File: src/rtl/fb_scanout_if.sv
// fb_scanout_if
//  Groups the frame-scanout signals: start/base control, the shared image
//  memory (IM) read bus, the output pixel stream and the status flags.
//  Modports:
//   master : the scanout engine (drives Bus_Req, IM_A, IM_WEN, Pix_*, Busy, Frame_Done)
//   slave  : the environment (drives Start, FB_Addr, Bus_Gnt, IM_Q, Pix_Ready)
interface fb_scanout_if #(
    parameter int DATASIZE = 24,
    parameter int ADDRSIZE = 20
);
    logic                Start;
    logic [ADDRSIZE-1:0] FB_Addr;
    logic                Bus_Req;
    logic                Bus_Gnt;
    logic [ADDRSIZE-1:0] IM_A;
    logic                IM_WEN;
    logic [DATASIZE-1:0] IM_Q;
    logic [DATASIZE-1:0] Pix_Data;
    logic [7:0]          Pix_X;
    logic [7:0]          Pix_Y;
    logic                Pix_SOF;
    logic                Pix_EOL;
    logic                Pix_Valid;
    logic                Pix_Ready;
    logic                Busy;
    logic                Frame_Done;

    modport master (
        input  Start, FB_Addr, Bus_Gnt, IM_Q, Pix_Ready,
        output Bus_Req, IM_A, IM_WEN, Pix_Data, Pix_X, Pix_Y,
               Pix_SOF, Pix_EOL, Pix_Valid, Busy, Frame_Done
    );

    modport slave (
        output Start, FB_Addr, Bus_Gnt, IM_Q, Pix_Ready,
        input  Bus_Req, IM_A, IM_WEN, Pix_Data, Pix_X, Pix_Y,
               Pix_SOF, Pix_EOL, Pix_Valid, Busy, Frame_Done
    );
endinterface

File: src/rtl/fb_scanout.sv
// fb_scanout
//  Reads a 256x256 frame back out of image memory (IM) in raster order and
//  delivers it as a valid/ready pixel stream. The IM bus is shared, so reads
//  are only issued while the bus is granted; a small FIFO absorbs the one-cycle
//  read latency and downstream backpressure.
//  Ports:
//   clk      : system clock, rising edge
//   Reset_n  : asynchronous active-low reset
//   bus      : fb_scanout_if.master -- Start/FB_Addr control, IM read bus
//              (Bus_Req/Bus_Gnt/IM_A/IM_WEN/IM_Q), pixel stream
//              (Pix_Data/X/Y/SOF/EOL/Valid/Ready), Busy and Frame_Done status
module fb_scanout #(
    parameter int DATASIZE   = 24,
    parameter int ADDRSIZE   = 20,
    parameter int FIFO_DEPTH = 4
) (
    input  logic          clk,
    input  logic          Reset_n,
    fb_scanout_if.master  bus
);

    localparam int PW = (FIFO_DEPTH > 1) ? $clog2(FIFO_DEPTH) : 1;
    localparam int CW = PW + 1;
    localparam int OW = CW + 1;

    typedef enum logic [2:0] {
        IDLE  = 3'd0,
        REQ   = 3'd1,
        FETCH = 3'd2,
        DRAIN = 3'd3,
        DONE  = 3'd4
    } state_t;

    state_t state, state_nxt;

    logic [ADDRSIZE-1:0] base;
    logic [7:0]          x, y;
    logic [ADDRSIZE-1:0] im_a;

    // vld_p0: read address on IM_A this cycle; vld_p1: IM_Q valid this cycle
    logic                vld_p0, vld_p1;
    logic [7:0]          x_p0, y_p0, x_p1, y_p1;

    logic [DATASIZE-1:0] fifo_data [FIFO_DEPTH];
    logic [7:0]          fifo_x    [FIFO_DEPTH];
    logic [7:0]          fifo_y    [FIFO_DEPTH];
    logic [PW-1:0]       wr_ptr, rd_ptr;
    logic [CW-1:0]       count;

    logic                start_acc, issue, bus_req;
    logic                last_pix, drained, fifo_empty, push, pop;
    logic [OW-1:0]       occupancy;

    always_comb begin
        fifo_empty = (count == '0);
        push       = vld_p1;
        pop        = !fifo_empty && bus.Pix_Ready;
        last_pix   = (x == 8'hFF) && (y == 8'hFF);
        drained    = fifo_empty && !vld_p0 && !vld_p1;
        // Reads still in the pipeline will land in the FIFO, so they count
        // against its free space before another read may go out.
        occupancy  = OW'(count) + OW'(vld_p0) + OW'(vld_p1);
    end

    always_comb begin
        state_nxt = state;
        start_acc = 1'b0;
        issue     = 1'b0;
        bus_req   = 1'b0;
        unique case (state)
            IDLE: begin
                if (bus.Start) begin
                    start_acc = 1'b1;
                    state_nxt = REQ;
                end
            end
            REQ: begin
                bus_req = 1'b1;
                if (bus.Bus_Gnt) state_nxt = FETCH;
            end
            FETCH: begin
                bus_req = 1'b1;
                if (!bus.Bus_Gnt) begin
                    state_nxt = REQ;
                end else if (occupancy < OW'(FIFO_DEPTH)) begin
                    issue = 1'b1;
                    if (last_pix) state_nxt = DRAIN;
                end
            end
            DRAIN: begin
                bus_req = vld_p0 || vld_p1;
                if (drained) state_nxt = DONE;
            end
            DONE: begin
                state_nxt = IDLE;
            end
            default: begin
                state_nxt = IDLE;
            end
        endcase
    end

    always_ff @(posedge clk or negedge Reset_n) begin
        if (!Reset_n) state <= IDLE;
        else          state <= state_nxt;
    end

    always_ff @(posedge clk or negedge Reset_n) begin
        if (!Reset_n) begin
            x      <= 8'd0;
            y      <= 8'd0;
            im_a   <= '0;
            vld_p0 <= 1'b0;
            vld_p1 <= 1'b0;
            wr_ptr <= '0;
            rd_ptr <= '0;
            count  <= '0;
        end else begin
            if (start_acc)  {y, x} <= 16'd0;
            else if (issue) {y, x} <= {y, x} + 16'd1;

            // Address add is ADDRSIZE wide and simply wraps; no carry out.
            if (issue) im_a <= base + ADDRSIZE'({y, x});

            vld_p0 <= issue;
            vld_p1 <= vld_p0;

            if (push) wr_ptr <= wr_ptr + PW'(1);
            if (pop)  rd_ptr <= rd_ptr + PW'(1);

            unique case ({push, pop})
                2'b10:   count <= count + CW'(1);
                2'b01:   count <= count - CW'(1);
                default: ;
            endcase
        end
    end

    // p0 -> p1: coordinates follow the read through the IM latency
    always_ff @(posedge clk) begin
        if (start_acc) base <= bus.FB_Addr;
        if (issue) begin
            x_p0 <= x;
            y_p0 <= y;
        end
        x_p1 <= x_p0;
        y_p1 <= y_p0;
        // p1 -> FIFO: IM_Q captured with its coordinates
        if (push) begin
            fifo_data[wr_ptr] <= bus.IM_Q;
            fifo_x[wr_ptr]    <= x_p1;
            fifo_y[wr_ptr]    <= y_p1;
        end
    end

    // Outputs are forced to zero while the FIFO is empty so the stream reads
    // as all-zero after reset without resetting the FIFO storage.
    assign bus.Bus_Req    = bus_req;
    assign bus.IM_A       = im_a;
    assign bus.IM_WEN     = 1'b1;
    assign bus.Pix_Valid  = !fifo_empty;
    assign bus.Pix_Data   = fifo_empty ? '0   : fifo_data[rd_ptr];
    assign bus.Pix_X      = fifo_empty ? 8'd0 : fifo_x[rd_ptr];
    assign bus.Pix_Y      = fifo_empty ? 8'd0 : fifo_y[rd_ptr];
    assign bus.Pix_SOF    = !fifo_empty && (fifo_x[rd_ptr] == 8'd0) && (fifo_y[rd_ptr] == 8'd0);
    assign bus.Pix_EOL    = !fifo_empty && (fifo_x[rd_ptr] == 8'hFF);
    assign bus.Busy       = (state != IDLE);
    assign bus.Frame_Done = (state == DONE);

endmodule

File: src/flat_wrapper.sv
// flat-port wrapper written by rule: the top's interface ports become plain ports
module fb_scanout_flat 
#(
    parameter int DATASIZE   = 24,
    parameter int ADDRSIZE   = 20,
    parameter int FIFO_DEPTH = 4
)
  (clk, Reset_n, bus_Start, bus_FB_Addr, bus_Bus_Gnt, bus_IM_Q, bus_Pix_Ready, bus_Bus_Req, bus_IM_A, bus_IM_WEN, bus_Pix_Data, bus_Pix_X, bus_Pix_Y, bus_Pix_SOF, bus_Pix_EOL, bus_Pix_Valid, bus_Busy, bus_Frame_Done);
  fb_scanout_if #(.DATASIZE(DATASIZE), .ADDRSIZE(ADDRSIZE)) bus_i ();
  input  logic clk;
  input  logic Reset_n;
  input wire logic [$bits(bus_i.Start)-1:0] bus_Start;
  input wire logic [$bits(bus_i.FB_Addr)-1:0] bus_FB_Addr;
  input wire logic [$bits(bus_i.Bus_Gnt)-1:0] bus_Bus_Gnt;
  input wire logic [$bits(bus_i.IM_Q)-1:0] bus_IM_Q;
  input wire logic [$bits(bus_i.Pix_Ready)-1:0] bus_Pix_Ready;
  output wire logic [$bits(bus_i.Bus_Req)-1:0] bus_Bus_Req;
  output wire logic [$bits(bus_i.IM_A)-1:0] bus_IM_A;
  output wire logic [$bits(bus_i.IM_WEN)-1:0] bus_IM_WEN;
  output wire logic [$bits(bus_i.Pix_Data)-1:0] bus_Pix_Data;
  output wire logic [$bits(bus_i.Pix_X)-1:0] bus_Pix_X;
  output wire logic [$bits(bus_i.Pix_Y)-1:0] bus_Pix_Y;
  output wire logic [$bits(bus_i.Pix_SOF)-1:0] bus_Pix_SOF;
  output wire logic [$bits(bus_i.Pix_EOL)-1:0] bus_Pix_EOL;
  output wire logic [$bits(bus_i.Pix_Valid)-1:0] bus_Pix_Valid;
  output wire logic [$bits(bus_i.Busy)-1:0] bus_Busy;
  output wire logic [$bits(bus_i.Frame_Done)-1:0] bus_Frame_Done;
  assign bus_i.Start = bus_Start;
  assign bus_i.FB_Addr = bus_FB_Addr;
  assign bus_i.Bus_Gnt = bus_Bus_Gnt;
  assign bus_i.IM_Q = bus_IM_Q;
  assign bus_i.Pix_Ready = bus_Pix_Ready;
  assign bus_Bus_Req = bus_i.Bus_Req;
  assign bus_IM_A = bus_i.IM_A;
  assign bus_IM_WEN = bus_i.IM_WEN;
  assign bus_Pix_Data = bus_i.Pix_Data;
  assign bus_Pix_X = bus_i.Pix_X;
  assign bus_Pix_Y = bus_i.Pix_Y;
  assign bus_Pix_SOF = bus_i.Pix_SOF;
  assign bus_Pix_EOL = bus_i.Pix_EOL;
  assign bus_Pix_Valid = bus_i.Pix_Valid;
  assign bus_Busy = bus_i.Busy;
  assign bus_Frame_Done = bus_i.Frame_Done;
  fb_scanout #(.DATASIZE(DATASIZE), .ADDRSIZE(ADDRSIZE), .FIFO_DEPTH(FIFO_DEPTH)) u_core (.clk(clk), .Reset_n(Reset_n), .bus(bus_i));
endmodule
File: config.mk
export PLATFORM = sky130hd
export DESIGN_NAME = fb_scanout_flat
export DESIGN_NICKNAME = d
export VERILOG_FILES = /design/src/rtl/fb_scanout_if.sv /design/src/rtl/fb_scanout.sv /design/src/flat_wrapper.sv
export SDC_FILE = /design/constraint.sdc
export NUM_CORES = 1
export LEC_CHECK = 0
export ABC_AREA = 0
export BUFFER_PORTS_ARGS = -buffer_cell sky130_fd_sc_hd__buf_2
export CAP_MARGIN = 20
export CELL_PAD_IN_SITES_DETAIL_PLACEMENT = 2
export CELL_PAD_IN_SITES_GLOBAL_PLACEMENT = 2
export CORE_MARGIN = 3
export CORE_UTILIZATION = 43
export DETAILED_ROUTE_END_ITERATION = 8
export GPL_TIMING_DRIVEN = 0
export PLACE_DENSITY = 0.8
export SLEW_MARGIN = 20
export SYNTH_ARGS = -nofsm -noshare
export SYNTH_HDL_FRONTEND = slang
export SYNTH_SLANG_ARGS = --single-unit
File: constraint.sdc
create_clock -name clk -period 2.9 [get_ports clk]
set_input_delay 0.435 -clock clk [delete_from_list [all_inputs] [get_ports clk]]
set_output_delay 0.435 -clock clk [all_outputs]
set_load 0.005 [all_outputs]
== Word level (Yosys, flattened, before mapping) ==
Memories as Yosys holds them, arrays and structs flattened.
Cells that the tools add are included.

* Reduce and logical (&&, ||, !) cells: 20
* Order comparisons: 1
* Equal/unequal tests: 14
* Muxes and demuxes: 23
* $add $sub $neg: 8

{| class="wikitable"
|+ Operator list
! kind !! number
|-
| 8-bit 2-to-1 mux || 6
|-
| 8-bit == test, second input constant || 3
|-
| 24-bit 2-to-1 mux || 1
|-
| 20-bit by 16-bit adder with 20-bit output || 1
|-
| 3-bit 2-to-1 mux || 6
|-
| 16-bit by 1-bit adder with 16-bit output, second input constant || 1
|-
| 8-bit logical NOT || 2
|-
| 3-bit one-hot mux with 4 select lines || 1
|-
| 1-bit logical AND || 7
|-
| 1-bit 2-to-1 mux || 7
|-
| 3-bit by 2-bit == test with 1-bit output, second input constant || 2
|-
| 3-bit logical NOT || 2
|-
| 3-bit by 2-bit != test with 1-bit output, second input constant || 2
|-
| 3-bit one-hot mux with 2 select lines || 1
|-
| 5-bit AND reduction || 1
|-
| 2-bit by 1-bit adder with 2-bit output, second input constant || 2
|-
| 3-bit by 1-bit adder with 4-bit output || 1
|-
| 4-bit by 1-bit adder with 4-bit output || 1
|-
| 4-bit by 3-bit < comparator with 1-bit output, second input constant || 1
|-
| 2-bit != test, second input constant || 2
|-
| 2-bit nonzero test || 2
|-
| 3-bit by 1-bit adder with 3-bit output, second input constant || 1
|-
| 3-bit by 1-bit == test with 1-bit output, second input constant || 1
|-
| 3-bit == test, second input constant || 1
|-
| other kinds (9) || 11
|}

* Flip-flop bits (word level): 100
* Logic and storage cells: 83
* Memories: 3
* RAM bits: 160

{| class="wikitable"
|+ Memories
! name !! depth !! bits a word !! rd ports !! clocked after memory_dff !! write ports !! line !! text
|-
| u_core.fifo_data || 4 || 24 || 1 || 0 || 1 || fb_scanout.sv:44 || <nowiki>logic [DATASIZE-1:0] fifo_data [FIFO_DEPTH];</nowiki>
|-
| u_core.fifo_x || 4 || 8 || 1 || 0 || 1 || fb_scanout.sv:45 || <nowiki>logic [7:0] fifo_x [FIFO_DEPTH];</nowiki>
|-
| u_core.fifo_y || 4 || 8 || 1 || 0 || 1 || fb_scanout.sv:46 || <nowiki>logic [7:0] fifo_y [FIFO_DEPTH];</nowiki>
|}

== Logic depth before layout (Yosys ltp) ==
Gate-level depths: netlist of the first run.

* Depth in word-level cells: 8
* Gate-level depth with buffers: 10
* Gate-level depth less buffers: 9

== Worst setup path before layout of the first run ==
No wires, ideal clock.

* Path kind: register to register
* Start: register u_core.x[0]
* End: register u_core.im_a[18], in the netlist u_core.bus.IM_A[18]
* Path slack: 0.539 ns
* Stages on the path, launching flop included: 9
* Data arrival time: 2.240 ns
* Path buffers: 0
* Required time: 2.778 ns
* Period minus slack after synthesis: 2.361 ns
* Cell sequence: dfrtp_1 > ha_1 > fa_1 > a21o_1 > a221oi_1 > o21ai_1 > o2111ai_1 > mux2i_1 > nand2_1

* Longest elaborated chain between the ends: 1

{| class="wikitable"
|+ Ends and longest elaborated chain
! element !! line !! text
|-
| start: declaration || fb_scanout.sv:37 || <nowiki>logic [7:0] x, y;</nowiki>
|-
| start signal: assignment || fb_scanout.sv:120 || <nowiki>else if (issue) {y, x} <= {y, x} + 16'd1;</nowiki>
|-
| 20-bit by 16-bit adder with 20-bit output || fb_scanout.sv:123 || <nowiki>if (issue) im_a <= base + ADDRSIZE'({y, x});</nowiki>
|-
| end signal: assignment || fb_scanout.sv:123 ||
|-
| end: declaration || fb_scanout.sv:38 || <nowiki>logic [ADDRSIZE-1:0] im_a;</nowiki>
|}

Every way passes these cells.
A chain may end at the register's enable or synchronous reset.

== Final worst setup path of the first run ==
* Start: register u_core.rd_ptr[0]
* End: output port bus_Pix_SOF

* Longest elaborated chain between the ends: 4

{| class="wikitable"
|+ Ends and longest elaborated chain
! element !! line !! text
|-
| start: declaration || fb_scanout.sv:47 || <nowiki>logic [PW-1:0] wr_ptr, rd_ptr;</nowiki>
|-
| start signal: assignment || fb_scanout.sv:129 || <nowiki>if (pop) rd_ptr <= rd_ptr + PW'(1);</nowiki>
|-
| memory read 4 x 8 bit || - ||
|-
| 8-bit logical NOT || fb_scanout.sv:165 || <nowiki>assign bus.Pix_SOF = !fifo_empty && (fifo_x[rd_ptr] == 8'd0) && (fifo_y[rd_ptr] == 8'd0);</nowiki>
|-
| 1-bit logical AND || fb_scanout.sv:165 ||
|-
| 1-bit logical AND * || fb_scanout.sv:165 ||
|-
| end: declaration || flat_wrapper.sv:23 || <nowiki>output wire logic [$bits(bus_i.Pix_SOF)-1:0] bus_Pix_SOF;</nowiki>
|}

Mark *: on every way between the ends. The rest lies on a longest branch, timed or not.

==> out/summary.txt, run 1 <==
Post-synth top flop -> edfxtp_1
Final Hold Vio Count -> 0
Via density -> 5.434
worst r2r src -> u_core.x[0]
Post-synth top cells -> edfxtp_1 (196), dfrtp_1 (48), and2_1 (46)
Multi-input gate area -> 0.003049 mm^2
row count -> 56
Fillers -> 2,165
Gate Count Post-Synth -> 649
syn_area_per_cell -> 16.25 um^2
setup_tns -> -0.8633 ns
final worst path period share -> 1.067
Max-slew headroom -> 0.4842
CP max FO -> 8
H-tree Lvls -> 1
Global Route met3 Usage -> 0.02848
Syn. warnings -> 0
starting DRC count in detailed routing -> 349
die area -> 0.02645 mm^2
Clock Latency Late Sink -> 0.53 ns
first-pass GRT wire length -> 44,820 um
GRT Residual Overflow -> 0
Critical Path RT -> 2.47 ns
final instance area -> 0.01284 mm^2
Worst IR Drop VDD -> 0.5446 mV
status -> finished, violations left
# port buffers -> 114
asr flop ratio synth -> 0.1846
Yosys reg bits -> 260
Synthesized Nets -> 723
GR Util All Layers -> 0.2228
Syn Std Cell Area -> 0.01055 mm^2
measured slew at the worst slew-check pin -> 0.7737 ns
EDFF count, synth -> 196
HP Class -> input pin to flop
CTS Root Cell -> clkbuf_16
Layout Skew -> 0.01013 ns
DP HPWL -> 19,330 um
die height -> 162.6 um
Sink Count -> 260
initial core utilization -> 0.4428
core area -> 0.02382 mm^2
Synth area leaders -> edfxtp_1 (56%), dfrtp_1 (11%), mux4_2 (8.5%)
post-route minimum period -> 3.095 ns
crit start category -> flop
PnR worst setup slack -> -0.1955 ns
DRT Pass-1 Iters -> 4
initial antenna violation count -> 0
Reg clk slew, reported paths -> 0.06 ns
share of cells above drive strength 1 -> 0.2958
vias in the first global route -> 7,258
setup violators final -> 9
Nets -> 877
# DRC -> 0
Max Fclk -> 323.1 MHz
Tot Pwr -> 11,750 uW
Hold Path Depth -> 1
unrepaired setup endpoints after global routing -> yes
post-synth top area cell -> edfxtp_1
Pwr Density -> 915.0 mW/mm^2
Crit Path Category -> flop to output pin
antenna cells -> 0
library cells used by synthesis -> 58
GR peak layer -> met2
post-synth top area share -> 0.5580
WL/cell -> 25.36 um
synthesis-to-layout area growth -> 21.72%
CTS tree -> done
Static Leak -> 0.004899 uW
hold_ws -> 0.07834 ns
worst reg-to-reg path cell count -> 8
met1 Use GR -> 0.2721
routed wire length -> 29,010 um
Routed Antenna Nets -> 0
routability cong. -> 0.7986
failing checks -> negative setup slack
Die W -> 162.6 um
Max-Cap Viols -> 0
most frequent cell after synthesis -> edfxtp_1
Ports -> 116
Crit. End Element -> output pin
Clock Tree Buf Depth -> 3
placed cell area -> 0.01164 mm^2
pin count of the biggest net entering global routing -> 49
Worst Setup SP -> u_core.rd_ptr[0]
met2 layer usage reported by global route -> 0.4220
final slew viol count -> 0
Num CTS Buffers -> 28
DR vias -> 6,216
sequential share of the synthesized area -> 0.7023
hold_sp -> bus_FB_Addr[7]
sequential cell area -> 0.007407 mm^2
Worst EP arrival -> 2.66 ns
path summary, 6_finish.rpt:
check	to	slack (ns)
setup / recovery	bus_Pix_SOF	-0.20
hold / removal	u_core.base[7]	0.08
setup reg to reg	u_core.bus.IM_A[14]	0.19
hold reg to reg	u_core.y_p1[3]	0.35
max in group asynchronous	u_core.state[2]	1.94
min in group asynchronous	u_core.y[5]	0.48
sequential cells by signal (all words and copies together) (netlist names):
register,flops
u_core.y_p1,8
u_core.y_p0,8
u_core.vld_p0,1
u_core.wr_ptr,2
u_core.y,8
u_core.rd_ptr,2
u_core.fifo_y,32
u_core.count,3
u_core.x_p0,8
u_core.x_p1,8
u_core.base,20
u_core.fifo_data,96
u_core.x,8
u_core.bus.IM_A,20
u_core.fifo_x,32
u_core.push,1
u_core.state,3
final cells by class:
cell class	instances	share of cell area
clock inverter	6	0.004873
buffer	21	0.01033
inverter	13	0.003801
multi-input combinational	355	0.2375
timing repair buffer	124	0.05886
tap	319	0.03109
sequential	260	0.5769
clock buffer	46	0.07660
kinds of logic (layout without fill, tap and decap cells):
family	count (synthesis)	in the layout	share of synthesized area
other cells	1	1	0.0003555
buf+inv	34	210	0.01400
simple gates	170	170	0.08612
mux	45	45	0.09027
compound gates	84	84	0.05101
flops	260	260	0.7023
fa+ha+maj	25	25	0.03108
xor+xnor	30	30	0.02491
per-layer routing:
metal	share of wire	vias to the layer above
met5	0	-
met4	0.015	0
met3	0.039	29
met2	0.54	161
met1	0.40	3249
li1	-	2777
placed cells by master, fill, tap and decap left out, types with 4 or more instances in the layout:
master | Yosys | layout
a211oi_1 | 4 | 4
a21o_1 | 7 | 7
a21oi_1 | 21 | 21
and2_1 | 46 | 42
and2_2 | 0 | 4
and3_1 | 6 | 6
buf_16 | 0 | 4
buf_2 | 7 | 116
buf_4 | 1 | 7
clkbuf_1 | 10 | 8
clkbuf_16 | 0 | 32
clkbuf_8 | 0 | 13
dfrtp_1 | 48 | 48
dfxtp_1 | 16 | 16
edfxtp_1 | 196 | 196
ha_1 | 23 | 23
inv_1 | 12 | 12
mux2i_1 | 4 | 4
mux4_2 | 40 | 40
nand2_1 | 45 | 45
nand3_1 | 9 | 9
nand4_1 | 5 | 5
nor2_1 | 30 | 30
nor3_1 | 7 | 6
o21ai_0 | 28 | 28
or3_1 | 4 | 4
xnor2_1 | 11 | 11
xor2_1 | 19 | 19
critical path, stage by stage, from the launching register on:
cell and delay, ns:
dfrtp_1 0.35, buf_6 0.14, buf_12 0.14, mux4_2 0.55, nor4_4 0.34, nand4_1 0.20, nor4_2 0.23, buf_2 0.17
what timing repair did:
item	in CTS	in global routing
endpoints found under the hold margin	48	0
hold buffers	1	0
setup buffers	4	1
pin swaps	3	3
setup endpoints to repair	47	42
gates resized for setup	15	5
per-stage QoR:
step                cells    util  setup slack (ns)
CTS                  1143  0.5376           -0.3860
global route         1144  0.5389           -0.3007
floorplan             649       -            0.5386
finish               1144  0.5389           -0.1955
global placement     1082  0.4835           -0.1777
detailed placement   1086  0.4884          -0.03347
report_power, final:
| group | leakage, uW | total, uW | switching [uW] | internal, uW |
|---|---|---|---|---|
| combinational | 0.00183 | 3190 | 1640 | 1540 |
| sequential | 0.00255 | 4670 | 280 | 4390 |
| clock | 0.000520 | 3890 | 1490 | 2400 |
| total | 0.00490 | 11700 | 3410 | 8340 |
Power figures use the tool's default switching activity.
==> run 2, diff against run 1 <==
CORE_UTILIZATION = 40   (was 43)
PLACE_DENSITY = 0.75   (was 0.8)
SLEW_MARGIN = 25   (was 20)
==> out/summary.txt, run 2 (synthesis gave the netlist of run 1 again) <==
status -> finished, violations left (unchanged)
failing checks -> negative setup slack (unchanged)
initial core utilization -> 0.4129 (was 0.4428)
Clock Latency Late Sink -> 0.54 ns (was 0.53 ns)
HP Class -> input pin to flop (unchanged)
Layout Skew -> 0.02683 ns (was 0.01013 ns)
PnR worst setup slack -> -0.2041 ns (was -0.1955 ns)
Max-slew headroom -> 0.5256 (was 0.4842)
Nets -> 876 (was 877)
final worst path period share -> 1.070 (was 1.067)
antenna cells -> 0 (unchanged)
Max Fclk -> 322.2 MHz (was 323.1 MHz)
die area -> 0.02835 mm^2 (was 0.02645 mm^2)
Worst IR Drop VDD -> 0.4528 mV (was 0.5446 mV)
share of cells above drive strength 1 -> 0.2876 (was 0.2958)
die height -> 168.4 um (was 162.6 um)
core area -> 0.02554 mm^2 (was 0.02382 mm^2)
measured slew at the worst slew-check pin -> 0.7089 ns (was 0.7737 ns)
Worst Path Buf+Inv -> 2 (was 3)
row count -> 58 (was 56)
Final Hold Vio Count -> 0 (unchanged)
Max-Cap Viols -> 0 (unchanged)
# DRC -> 0 (unchanged)
CP max FO -> 10 (was 8)
pin count of the biggest net entering global routing -> 49 (unchanged)
vias in the first global route -> 7,201 (was 7,258)
initial antenna violation count -> 0 (unchanged)
Ports -> 116 (unchanged)
crit start category -> flop (unchanged)
CTS Root Cell -> clkbuf_16 (unchanged)
final slew viol count -> 0 (unchanged)
most common cell after layout, fill and taps aside -> edfxtp_1 (unchanged)
Via density -> 5.354 (was 5.434)
Crit-path slowest cell -> dfrtp_1 (was mux4_2)
Reg with most FFs -> u_core.fifo_data (unchanged)
Multi-input gate area -> 0.003058 mm^2 (was 0.003049 mm^2)
first-pass GRT wire length -> 41,620 um (was 44,820 um)
Critical Path RT -> 2.47 ns (about the same)
Clock Tree Buf Depth -> 3 (unchanged)
Static Leak -> 0.004820 uW (was 0.004899 uW)
max reg flops -> 96 (unchanged)
Die W -> 168.4 um (was 162.6 um)
most frequent cells in the layout -> edfxtp_1 (196), buf_2 (115), dfrtp_1 (48) (was edfxtp_1 (196), buf_2 (116), dfrtp_1 (48))
starting DRC count in detailed routing -> 336 (was 349)
Pwr Density -> 894.7 mW/mm^2 (was 915.0 mW/mm^2)
DR vias -> 6,178 (was 6,216)
DRT Pass-1 Iters -> 4 (unchanged)
fin util -> 0.4966 (was 0.5389)
synthesis-to-layout area growth -> 20.27% (was 21.72%)
Fillers -> 2,373 (was 2,165)
Reg clk slew, reported paths -> 0.06 ns (about the same)
routed wire length -> 26,410 um (was 29,010 um)
routability cong. -> 0.7924 (was 0.7986)
delay-heaviest family, CP -> simple AND/OR/NAND/NOR gates (unchanged)
Sink Count -> 260 (unchanged)
unrepaired setup endpoints after global routing -> yes (unchanged)
GRT Residual Overflow -> 0 (unchanged)
setup violators final -> 1 (was 9)
WL/cell -> 22.89 um (was 25.36 um)
H-tree Lvls -> 1 (unchanged)
Worst EP arrival -> 2.67 ns (was 2.66 ns)
critical path's largest stage delay -> 0.48 ns (was 0.55 ns)
Non-Filler Instances -> 1,154 (was 1,144)
Crit. End Element -> output pin (unchanged)
number of cells after detailed placement -> 1,094 (was 1,086)
CP cell instances -> clkbuf_4 > mux4_2 > nor4_4 > nand4_1 > nor4_2 > buf_2 (was buf_6 > buf_12 > mux4_2 > nor4_4 > nand4_1 > nor4_2 > buf_2)
Crit Path Category -> flop to output pin (unchanged)
Num CTS Buffers -> 28 (unchanged)
CTS tree -> done (unchanged)
setup_tns -> -0.2041 ns (was -0.8633 ns)
# port buffers -> 114 (unchanged)
post-route minimum period -> 3.104 ns (was 3.095 ns)
GR Util All Layers -> 0.1864 (was 0.2228)
biggest regs -> u_core.fifo_data (96), u_core.fifo_x (32), u_core.fifo_y (32) (unchanged)
sequential cell area -> 0.007407 mm^2 (unchanged)
DP HPWL -> 17,310 um (was 19,330 um)
Routed Antenna Nets -> 0 (unchanged)
[run 2: worst paths after layout]
check / from / end / slack, ns / depth (start not counted)
max: u_core.rd_ptr[1] / bus_Pix_SOF / -0.20 / 6
min: bus_FB_Addr[0] / u_core.base[0] / 0.07 / 1
max reg2reg: u_core.x[0] / u_core.bus.IM_A[12] / 0.25 / 8
min reg2reg: u_core.x_p0[1] / u_core.x_p1[1] / 0.34 / 0
max in group asynchronous: Reset_n / u_core.x[7] / 1.95 / 2
min in group asynchronous: Reset_n / u_core.bus.IM_A[4] / 0.48 / 2
[run 2: routing by layer]
layer / share of wire / wire length, um / track usage
met1: 0.42 / 11050 / 0.2373
met2: 0.52 / 13810 / 0.3385
met3: 0.041 / 1078 / 0.02653
met4: 0.018 / 468 / 0.04269
met5: 0 / 0 / 0
[run 2: final cells by class]
class	count	area share
flip-flops and latches	260	0.5839
multi-input cells	355	0.2410
clock buffers	41	0.06539
repair buffers	123	0.05385
well taps	330	0.03255
clock inverters	11	0.007101
inverters	13	0.003847
plain buffers	21	0.01233
[run 2: timing repair]
action                                  4_1_cts  5_1_grt
hold buffers                                  1        0
gates resized for setup                      13       19
endpoints found under the setup margin       46       28
endpoints found under the hold margin        48        0
cloned                                        0        0
pin swaps                                     2        3
buffers inserted                              0        7
[run 2: through the flow]
stage	cell area, um^2	setup slack, ns	total power [uW]	hold WS, ns
3_3_place_gp	11530	-0.2408	7484	0.3240
2_1_floorplan	10550	0.5386	6426	0.1394
4_1_cts	12560	-0.2231	11330	0.04669
3_5_place_dp	11570	-0.08158	7700	0.3303
5_1_grt	12690	-0.3627	11980	0.04659
6_report	12690	-0.2041	11350	0.07316
[run 2: power by group]
group	total (uW)	switching [uW]	leakage [uW]	internal, uW
logic	3200	1610	0.00181	1590
registers	4660	270	0.00255	4390
clock network	3490	1420	0.000454	2060
==> run 3, diff against run 2 <==
CORE_MARGIN = default   (was 3)
SETUP_SLACK_MARGIN = 0.02   (was default)
clock period = 3.2 ns   (was 2.9 ns; I/O delays follow)
==> out/summary.txt, run 3 (synthesis gave the netlist of run 1 again) <==
hold_ws -> 0.1136 ns (was 0.07316 ns)
Final Hold Vio Count -> 0 (unchanged)
Die W -> 164.4 um (was 168.4 um)
DP HPWL -> 17,820 um (was 17,310 um)
most common cell after layout, fill and taps aside -> edfxtp_1 (unchanged)
share of cells above drive strength 1 -> 0.2778 (was 0.2876)
vias in the first global route -> 6,971 (was 7,201)
synthesis-to-layout area growth -> 19.81% (was 20.27%)
Sink Count -> 260 (unchanged)
final worst path period share -> 0.9455
setup_tns -> 0 ns (was -0.2041 ns)
Setup Buffers After CTS -> 0 (unchanged)
Nets -> 869 (was 876)
Reg with most FFs -> u_core.fifo_data (unchanged)
most frequent cells in the layout -> edfxtp_1 (196), buf_2 (118), dfrtp_1 (48) (was edfxtp_1 (196), buf_2 (115), dfrtp_1 (48))
max reg flops -> 96 (unchanged)
Ports -> 116 (unchanged)
Non-Filler Instances -> 1,152 (was 1,154)
hold_sp -> bus_FB_Addr[10] (was bus_FB_Addr[0])
CP max FO -> 10 (unchanged)
H-tree Lvls -> 1 (unchanged)
Worst Path Buf+Inv -> 3 (was 2)
routability cong. -> 0.8003 (was 0.7924)
die height -> 164.4 um (was 168.4 um)
Crit. End Element -> output pin (unchanged)
HP Class -> input pin to flop (unchanged)
Critical Path RT -> 2.72 ns (was 2.47 ns)
# DRC -> 0 (unchanged)
row count -> 59 (was 58)
delay-heaviest family, CP -> simple AND/OR/NAND/NOR gates (unchanged)
setup violators final -> 0 (was 1)
Reg-to-Reg End -> u_core.bus.IM_A[18] (was u_core.bus.IM_A[12])
GR Util All Layers -> 0.2023 (was 0.1864)
Max Fclk -> 330.5 MHz
measured slew at the worst slew-check pin -> 0.7129 ns (was 0.7089 ns)
worst reg-to-reg path cell count -> 8 (unchanged)
number of cells after detailed placement -> 1,099 (was 1,094)
starting DRC count in detailed routing -> 285 (was 336)
Crit Path Category -> flop to output pin (unchanged)
PnR worst setup slack -> 0.1743 ns (was -0.2041 ns)
final slew viol count -> 0 (unchanged)
biggest regs -> u_core.fifo_data (96), u_core.fifo_x (32), u_core.fifo_y (32) (unchanged)
worst r2r src -> u_core.x[0] (unchanged)
Crit-path slowest cell -> mux4_2 (was dfrtp_1)
DRT Pass-1 Iters -> 4 (unchanged)
end of the worst hold path -> u_core.base[10] (was u_core.base[0])
Num CTS Buffers -> 28 (unchanged)
Pwr Density -> 816.6 mW/mm^2 (was 894.7 mW/mm^2)
Routed Antenna Nets -> 0 (unchanged)
CP cell instances -> buf_6 > buf_12 > mux4_2 > nor4_4 > nand4_1 > nor4_2 > buf_2 (was clkbuf_4 > mux4_2 > nor4_4 > nand4_1 > nor4_2 > buf_2)
unrepaired setup endpoints after global routing -> no (was yes)
Layout Skew -> 0.01152 ns (was 0.02683 ns)
WL/cell -> 22.80 um (was 22.89 um)
R2R Setup Slk -> 0.33 ns (was 0.25 ns)
Tot Pwr -> 10,320 uW (was 11,350 uW)
Reg clk slew, reported paths -> 0.06 ns (about the same)
Worst EP arrival -> 2.55 ns (was 2.67 ns)
initial antenna violation count -> 0 (unchanged)
# port buffers -> 114 (unchanged)
die area -> 0.02702 mm^2 (was 0.02835 mm^2)
antenna cells -> 0 (unchanged)
core area -> 0.02598 mm^2 (was 0.02554 mm^2)
Max-Cap Viols -> 0 (unchanged)
pin count of the biggest net entering global routing -> 49 (unchanged)
Worst IR Drop VDD -> 0.4350 mV (was 0.4528 mV)
Hold Path Depth -> 1 (unchanged)
Max-slew headroom -> 0.5248 (was 0.5256)
Clock Latency Late Sink -> 0.54 ns (about the same)
status -> finished, final reports clean (was finished, violations left)
CTS tree -> done (unchanged)
post-route minimum period -> 3.026 ns
DR vias -> 6,112 (was 6,178)
initial core utilization -> 0.4059 (was 0.4129)
Clock Tree Buf Depth -> 3 (unchanged)
GRT Residual Overflow -> 0 (unchanged)
CTS Root Cell -> clkbuf_16 (unchanged)
Via density -> 5.306 (was 5.354)
pre-CTS setup slack -> 0.2971 ns (was -0.08158 ns)
Static Leak -> 0.004799 uW (was 0.004820 uW)
critical path's largest stage delay -> 0.55 ns (was 0.48 ns)
crit start category -> flop (unchanged)
routed wire length -> 26,260 um (was 26,410 um)
first-pass GRT wire length -> 41,020 um (was 41,620 um)
==> run 3: cell count changes in the layout (fill, tap and decap cells not counted), sizes merged <==
cell      delta
bufinv       +1
clkbuf       +3
buf          -6
clkinv       -5
inv          +1
clkinvlp     -1
==> run 3: final cells by class <==
cell class              count  area (um^2)
fillers                  2438        13350
flip-flops and latches    260         7407
multi-input cells         355         3029
clock buffers              45        897.1
repair buffers            116        610.6
well taps                 335        419.2
plain buffers              21        123.9
clock inverters             7        101.3
inverters                  13        48.80
==> run 3: repair_timing <==
item	4_1_cts	5_1_grt
hold endpoints to repair	2	0
pin swaps	0	1
hold buffers	1	0
gates resized for setup	8	6
setup endpoints to repair	15	10
==> run 3: report_power, final <==
group / switching, uW / leakage [uW] / total [uW] / internal [uW]
clock: 1320 / 0.000492 / 3410 / 2080
combinational: 1400 / 0.00176 / 2710 / 1310
sequential: 231 / 0.00255 / 4210 / 3980
total: 2950 / 0.00480 / 10300 / 7370
==> run 3: worst max path at each step <==
stage / startpoint / to / slack (ns) / cells after the start
final: u_core.rd_ptr[0] / bus_Pix_SOF / 0.17 / 7
after global routing: u_core.rd_ptr[1] / bus_Pix_SOF / 0.03 / 6
after CTS: u_core.rd_ptr[0] / bus_Pix_SOF / 0.02 / 7
after detailed placement: u_core.rd_ptr[1] / bus_Pix_SOF / 0.30 / 6
after global placement: u_core.state[1] / u_core.base[17] / 0.13 / 3
after floorplan: u_core.x[0] / u_core.bus.IM_A[18] / 0.84 / 8
==> run 3: routing by layer <==
layer / vias up / track usage / share of wire
li1: 2774 / - / -
met1: 3168 / 0.2502 / 0.42
met2: 134 / 0.3711 / 0.52
met3: 36 / 0.02687 / 0.035
met4: 0 / 0.05296 / 0.021
met5: - / 0 / 0
==> run 3: through the flow <==
step | utilization | area [um^2]
CTS | 0.4855 | 12620
global placement | 0.4440 | 11540
detailed placement | 0.4456 | 11580
finish | 0.4863 | 12640
floorplan | - | 10550
global route | 0.4863 | 12640
